**config.mk**
```make
export PLATFORM = sky130hd
export DESIGN_NAME = serial_addsub
export DESIGN_NICKNAME = d
export VERILOG_FILES = /design/src/rtl/serial_addsub.sv
export SDC_FILE = /design/constraint.sdc
export NUM_CORES = 1
export LEC_CHECK = 0
export CAP_MARGIN = 20
export CELL_PAD_IN_SITES_DETAIL_PLACEMENT = 0
export CELL_PAD_IN_SITES_GLOBAL_PLACEMENT = 1
export CORE_MARGIN = 2
export CORE_UTILIZATION = 34
export DETAILED_ROUTE_END_ITERATION = 12
export PLACE_DENSITY = 0.71
export RECOVER_POWER = 100
export SLEW_MARGIN = 20
export SYNTH_ARGS = -nofsm -noshare
export SYNTH_HDL_FRONTEND = slang
export SYNTH_SLANG_ARGS = --single-unit
```
**constraint.sdc**
```tcl
create_clock -name clk -period 1.3 [get_ports clk]
set_clock_uncertainty 0.2 [all_clocks]
set_input_delay 0.13 -clock clk [delete_from_list [all_inputs] [get_ports clk]]
set_output_delay 0.13 -clock clk [all_outputs]
set_load 0.02 [all_outputs]
```
**src/rtl/serial_addsub.sv**
```systemverilog
// Digit-serial a+b / a-b: N=WIDTH/DIGIT RUN cycles, out_valid on the (N+1)th edge counting the accept edge;
// result held in DONE while out_ready=0, no new operands until IDLE. Optional ovf output: SERIAL_ADDSUB_OVF_EN.
module serial_addsub #(
  parameter int WIDTH = 8,
  parameter int DIGIT = 1
) (
  input  logic             clk,
  input  logic             rst_n,
  input  logic             in_valid,
  output logic             in_ready,
  input  logic [WIDTH-1:0] a,
  input  logic [WIDTH-1:0] b,
  input  logic             sub,
  output logic             out_valid,
  input  logic             out_ready,
  output logic [WIDTH-1:0] sum,
  output logic             cout
`ifdef SERIAL_ADDSUB_OVF_EN
  ,
  output logic             ovf
`endif
);

  localparam int N  = WIDTH / DIGIT;
  localparam int CW = (N > 1) ? $clog2(N) : 1;

  localparam logic [1:0] S_IDLE = 2'd0;
  localparam logic [1:0] S_RUN  = 2'd1;
  localparam logic [1:0] S_DONE = 2'd2;

  generate
    if (WIDTH < 2 || DIGIT < 1 || (WIDTH % DIGIT) != 0) begin : g_cfg_err
      $error("serial_addsub: WIDTH must be >= 2 and DIGIT must divide WIDTH");
    end
  endgenerate

  logic [1:0]       r_state;
  logic [WIDTH-1:0] r_a;
  logic [WIDTH-1:0] r_b;
  logic [WIDTH-1:0] r_sum;
  logic             r_carry;
  logic [CW-1:0]    r_cnt;

  logic [DIGIT-1:0] w_dsum;
  logic             w_cout;
  logic [WIDTH-1:0] w_sum_nxt;
  logic             w_last;
`ifdef SERIAL_ADDSUB_OVF_EN
  logic             r_ovf;
  logic             w_cmsb;
`endif

  // One DIGIT-wide ripple stage fed by the registered carry.
  always_comb begin : digit_add
    logic v_c;
    v_c    = r_carry;
    w_dsum = '0;
`ifdef SERIAL_ADDSUB_OVF_EN
    w_cmsb = r_carry;
`endif
    for (int i = 0; i < DIGIT; i++) begin
`ifdef SERIAL_ADDSUB_OVF_EN
      if (i == DIGIT - 1) w_cmsb = v_c;
`endif
      w_dsum[i] = r_a[i] ^ r_b[i] ^ v_c;
      v_c       = (r_a[i] & r_b[i]) | (v_c & (r_a[i] ^ r_b[i]));
    end
    w_cout = v_c;
  end

  // New digits enter at the MSB so the first digit lands at bit 0 after N shifts.
  generate
    if (DIGIT == WIDTH) begin : g_sum_full
      assign w_sum_nxt = w_dsum;
    end else begin : g_sum_shift
      assign w_sum_nxt = {w_dsum, r_sum[WIDTH-1:DIGIT]};
    end
  endgenerate

  assign w_last = (r_cnt == CW'(N - 1));

  always_ff @(posedge clk or negedge rst_n) begin
    if (!rst_n) begin
      r_state <= S_IDLE;
      r_a     <= '0;
      r_b     <= '0;
      r_sum   <= '0;
      r_carry <= 1'b0;
      r_cnt   <= '0;
`ifdef SERIAL_ADDSUB_OVF_EN
      r_ovf   <= 1'b0;
`endif
    end else begin
      case (r_state)
        S_IDLE: begin
          if (in_valid) begin
            r_a     <= a;
            r_b     <= b ^ {WIDTH{sub}};
            r_carry <= sub;
            r_cnt   <= '0;
            r_state <= S_RUN;
          end
        end
        S_RUN: begin
          r_a     <= r_a >> DIGIT;
          r_b     <= r_b >> DIGIT;
          r_sum   <= w_sum_nxt;
          r_carry <= w_cout;
          if (w_last) begin
            r_cnt   <= '0;
            r_state <= S_DONE;
`ifdef SERIAL_ADDSUB_OVF_EN
            r_ovf   <= w_cout ^ w_cmsb;
`endif
          end else begin
            r_cnt <= r_cnt + CW'(1);
          end
        end
        S_DONE: begin
          if (out_ready) r_state <= S_IDLE;
        end
        default: r_state <= S_IDLE;
      endcase
    end
  end

  assign in_ready  = (r_state == S_IDLE);
  assign out_valid = (r_state == S_DONE);
  assign sum       = r_sum;
  assign cout      = r_carry;
`ifdef SERIAL_ADDSUB_OVF_EN
  assign ovf       = r_ovf;
`endif

endmodule

```
# --- Yosys cells after proc, flatten, opt, wreduce, memory -nomap -nowiden ---
# Index checks and enable logic that the tools add are counted.
word_totals:
  ff_bits: 30
  inputBits: 21
  out_inout_bits: 11
  elab_cells: 36
op_classes:
  n_addsub: 1
  eq_ne: 6
  mux: 13
  bitwise: 6
  reduce_logical: 4
op_table:
  columns: ["operator", "n"]
  rows:
  - ["8-bit case mux with 2 select lines", 2]
  - ["8-bit two-way mux", 2]
  - ["8-bit XOR", 1]
  - ["2-bit two-way mux", 3]
  - ["3-bit two-way mux", 2]
  - ["2-bit case mux with 3 select lines", 1]
  - ["3-bit case mux with 2 select lines", 1]
  - ["2-bit inequality test (second input constant)", 2]
  - ["3-bit by 1-bit adder with 3-bit output (second input constant)", 1]
  - ["3-bit equality test (second input constant)", 1]
  - ["3-bit AND reduction", 1]
  - ["1-bit AND", 2]
  - ["2-bit by 1-bit equality test with 1-bit output (second input constant)", 1]
  - ["2-bit equality test (second input constant)", 1]
  - ["2-bit logical NOT", 1]
  - ["2-bit by 1-bit inequality test with 1-bit output (second input constant)", 1]
  - ["1-bit case mux with 2 select lines", 1]
  - ["2-bit AND reduction", 1]
  - ["2-bit nonzero test", 1]
  - ["1-bit XOR", 2]
  - ["1-bit two-way mux", 1]
  - ["1-bit bitwise OR", 1]

# --- Logic depth before layout (Yosys ltp) ---
depth:
  ltp_word: 4
  depth_mapped: 5

# --- Least setup slack after synthesis ---
# No wires, ideal clock.
synth_timing:
  kind: "register to register"
  startpoint: "register r_carry, in the netlist cout"
  endpoint: "register r_sum[7], in the netlist sum[7]"
  setup_ns: 0.127
  t_arrival_ns: 1.222
  slack_ns: -0.250
  path_stages_with_launch: 3
  synth_period_minus_slack_ns: 1.550
  path_cell_list: "dfrtp_1 > fa_1 > mux2_1"
synth_between:
  elab_chain_len: 1
synth_rtl:
  columns: ["element", "line", "text"]
  rows:
  - ["start, declared", "41", "logic r_carry;"]
  - ["start signal, assigned", "99", "r_carry <= sub;"]
  - ["start signal, assigned", "108", "r_carry <= w_cout;"]
  - ["1-bit XOR", "65", "w_dsum[i] = r_a[i] ^ r_b[i] ^ v_c;"]
  - ["named net w_dsum", "44", "logic [DIGIT-1:0] w_dsum;"]
  - ["end signal, assigned", "107", "r_sum <= w_sum_nxt;"]
  - ["end, declared", "40", "logic [WIDTH-1:0] r_sum;"]
# The timed path passes the listed nets, and every way through them passes these cells.
# A chain may end at the register's enable or synchronous reset.

# --- Final worst setup path ---
layout_timing:
  startpoint: "register r_state[1]"
  endpoint: "register r_b[5]"
layout_between:
  elab_chain_len: 3
layout_rtl:
  columns: ["element", "line", "text"]
  rows:
  - ["start, declared", "37", "logic [1:0] r_state;"]
  - ["start signal, assigned", "84", "r_state <= S_IDLE;"]
  - ["start signal, assigned", "101", "r_state <= S_RUN;"]
  - ["start signal, assigned", "111", "r_state <= S_DONE;"]
  - ["2-bit by 1-bit equality test with 1-bit output or 2-bit logical NOT (tied branches)", "94", "case (r_state)"]
  - ["2-bit nonzero test (no source line) or 2-bit inequality test (tied branches)", null, null]
  - ["2-bit AND reduction (no source line)", null, null]
  - ["end signal, assigned", "98", "r_b <= b ^ {WIDTH{sub}};"]
  - ["end signal, assigned", "106", "r_b <= r_b >> DIGIT;"]
  - ["end, declared", "39", "logic [WIDTH-1:0] r_b;"]
# Parallel ways exist; a longest one is shown, timed or not.

==> results.md <==
- Status: finished with violations
- Failing checks: negative setup slack
- Core box area: between 4000 and 5000 um^2
- Crit path required time: approximately 1300 ps
- Die Area: around 4700 um^2
- H-Tree Depth: 2
- Critical Path Start Type: flip-flop
- Most frequent cell after synthesis: dfrtp_1
- # IOs: 32
- Drt initial violations: just over 40
- CP Cell Sequence: buf_6 -> or3b_4 -> nor2_2 -> a221o_1
- Setup Viol. Count Final: 28
- Post-synthesis sequential area ratio: 0.527
- Max-slew violation count: 0
- Rows: 23
- Relative slew slack: 0.500
- Clk_lat worst skew: ~280 ps
- Ys async rst share: 1.00
- PD cells: roughly 2300 nW/um^2
- Initial Utilization: 0.353
- TritonRoute pass-1 iters: 4
- Max VDD drop: slightly below 1000 uV
- Register bit total from synthesis: 30
- Antenna violations before repair: 0
- CTS tree: done
- Mapped Cells: ~130
- Worst path bufs/invs: 1
- Number of global-route vias before repair: roughly 1200
- Multi-input logic area: just under 700 um^2
- DP HPWL: around 2300 um
- Layout cells sized above 1: 0.373
- Distinct cell type count after synthesis: 32
- FF/Latch Area: about 750 um^2
- Count of nets after finishing: ~210
- Die X: between 60 and 70 um
- # hold bufs at CTS: 0
- GP Congestion: 0.786
- Delay-heaviest family, CP: simple AND/OR/NAND/NOR gates
- Setup TNS: -4050 ps
- Diode count: 0
- Pin count of the biggest net entering global routing: 31
- DRT Wirelength: between 3000 and 4000 um
- Routed length per instance: ~14 um
- Syn nets: 152
- Least-Margin Pin Slew: around 750 ps
- Vias per inst: ~5
- CP Class: reg -> reg
- Fillers: around 380
- Port bufs: 31
- Critical Path AT: ~1500 ps
- Synthesized area: 1420 um^2
- GRT Total Usage: 0.162
- Fin crit period: ~1500 ps
- Cts bufs inserted: 5
- Dominant synthesized flop cell: dfrtp_1
- Syn avg cell area: 11.1 um^2
- Largest cells by area after synthesis: dfrtp_1 53%, mux2_2 4.7%, nand2_1 4.5%
- Synth warn: 0
- Worst min-delay path class: in -> async
- Max_cap viols: 0
- PnR worst setup slack: -219 ps
- Final period util: 1.17
- First-pass GRT wire length: 5490 um
- GRT overflow: 0
- RSZ-0062 raised after global routing: yes
- Clock tree sinks: 30
- Slowest-stage cell, CP: dfrtp_2
- Crit end category: flip-flop
- Die height: just under 70 um
- Residual DRC: 0
- Clock Path Buffers: 2
- EDFF count, synth: 0
- Top cell type's share of synthesized area: 0.527
- Critical path fanouts, max: 7
- Area delta synth->final: 48.3%
- Final Hold Fails: 0
- Root Buffer Master: clkbuf_8
- Fin util: 0.524
- Leakage power: approximately 0.95 nW
- Cell taking the most area after synthesis: dfrtp_1
- Antenna Violating Nets Remaining: 0
- Reg clk slew, reported paths: 70 ps
- Most frequent cells after synthesis: 30 x dfrtp_1, 17 x nand2_1, 10 x o21ai_0
- Peak Freq: around 660 MHz
- Via Count: between 1000 and 1500
- CP max stage delay: 470 ps
-- placed cells by master (no fill, tap or decap), types with 3 or more instances in the layout --
| cell | instances |
|---|---|
| dfrtp_1 | 27 |
| buf_4 | 22 |
| clkdlybuf4s50_1 | 20 |
| nand2_1 | 16 |
| mux2_4 | 8 |
| o21ai_0 | 7 |
| xnor2_1 | 7 |
| a22oi_1 | 6 |
| clkbuf_8 | 6 |
| buf_6 | 6 |
| clkbuf_2 | 5 |
| nor2_2 | 4 |
| nand3_1 | 4 |
| clkbuf_1 | 4 |
| o21ai_1 | 3 |
| o211ai_1 | 3 |
| a21oi_1 | 3 |
| dfrtp_2 | 3 |
-- cell type report --
class	count	area share
Multi-Input combinational cell	86	0.326
Clock inverter	1	0.00237
Sequential cell	30	0.357
Clock buffer	7	0.0409
Timing Repair Buffer	59	0.240
Inverter	2	0.00355
Tap cell	50	0.0296
-- layer usage --
metal	global-route usage	vias to the layer above	share of wire
met5	0	-	0
met4	0.0809	0	0.016
met3	0.0455	4	0.048
met2	0.272	31	0.50
met1	0.191	561	0.43
li1	-	559	-
-- sequential cells by signal, indices dropped and copies added, names as in the netlist --
| register | flops |
|---|---|
| sum | 8 |
| r_state | 2 |
| r_b | 8 |
| r_a | 8 |
| cout | 1 |
| r_cnt | 3 |
-- final timing paths --
kind | end | cells past startpoint | slack (ps) | from
worst max-delay path | r_b[5]$_DFFE_PN0P_ | 4 | -220 | r_state[1]$_DFFE_PN0P_
worst max register to register | r_b[5]$_DFFE_PN0P_ | 4 | -220 | r_state[1]$_DFFE_PN0P_
max in group asynchronous | r_state[0]$_DFFE_PN0P_ | 2 | 210 | rst_n
worst min-delay path | r_a[2]$_DFFE_PN0P_ | 2 | 170 | rst_n
worst min register to register | r_a[6]$_DFFE_PN0P_ | 2 | 290 | r_a[6]$_DFFE_PN0P_
min in group clk | r_a[6]$_DFFE_PN0P_ | 2 | 290 | r_a[6]$_DFFE_PN0P_
-- metrics by stage --
step | hold WS [ps] | power [W] | setup WS, ps | instance area [um^2] | cells
final | 170 | 0.00476 | -219 | 2110 | 235
after global routing | 237 | 0.00510 | -261 | 2110 | 235
after CTS | 4.60 | 0.00451 | -205 | 2060 | 230
after detailed placement | 273 | 0.00364 | -346 | 1900 | 218
after global placement | 262 | 0.00355 | -314 | 1900 | 218
after floorplan | -366 | 0.00279 | -154 | 1440 | 128
-- timing repair --
action,4_1_cts,5_1_grt
endpoints found under the setup margin,41,38
endpoints found under the hold margin,0,0
setup buffers,4,4
pin swaps,6,1
cloned,0,1
gates resized for setup,44,26
-- report_power, final --
part | switching, W | total (W) | internal, W | leakage [nW]
clock network | 0.000350 | 0.000777 | 0.000426 | 0.0482
logic | 0.00103 | 0.00235 | 0.00132 | 0.527
registers | 0.000293 | 0.00164 | 0.00134 | 0.374
total | 0.00168 | 0.00476 | 0.00309 | 0.950
-- cell families (layout without fill, tap and decap cells) --
kind of cell	after synthesis	after routing	share of synthesized area
and+or+nand+nor	34	34	0.116
AOI/OAI and AO/OA	33	33	0.163
DFF	30	30	0.527
buffers and inverters	12	69	0.0492
xor gates and xnor gates	8	8	0.0492
muxes	8	8	0.0633
adders and majority gates	3	3	0.0316
Power figures use the tool's default switching activity.
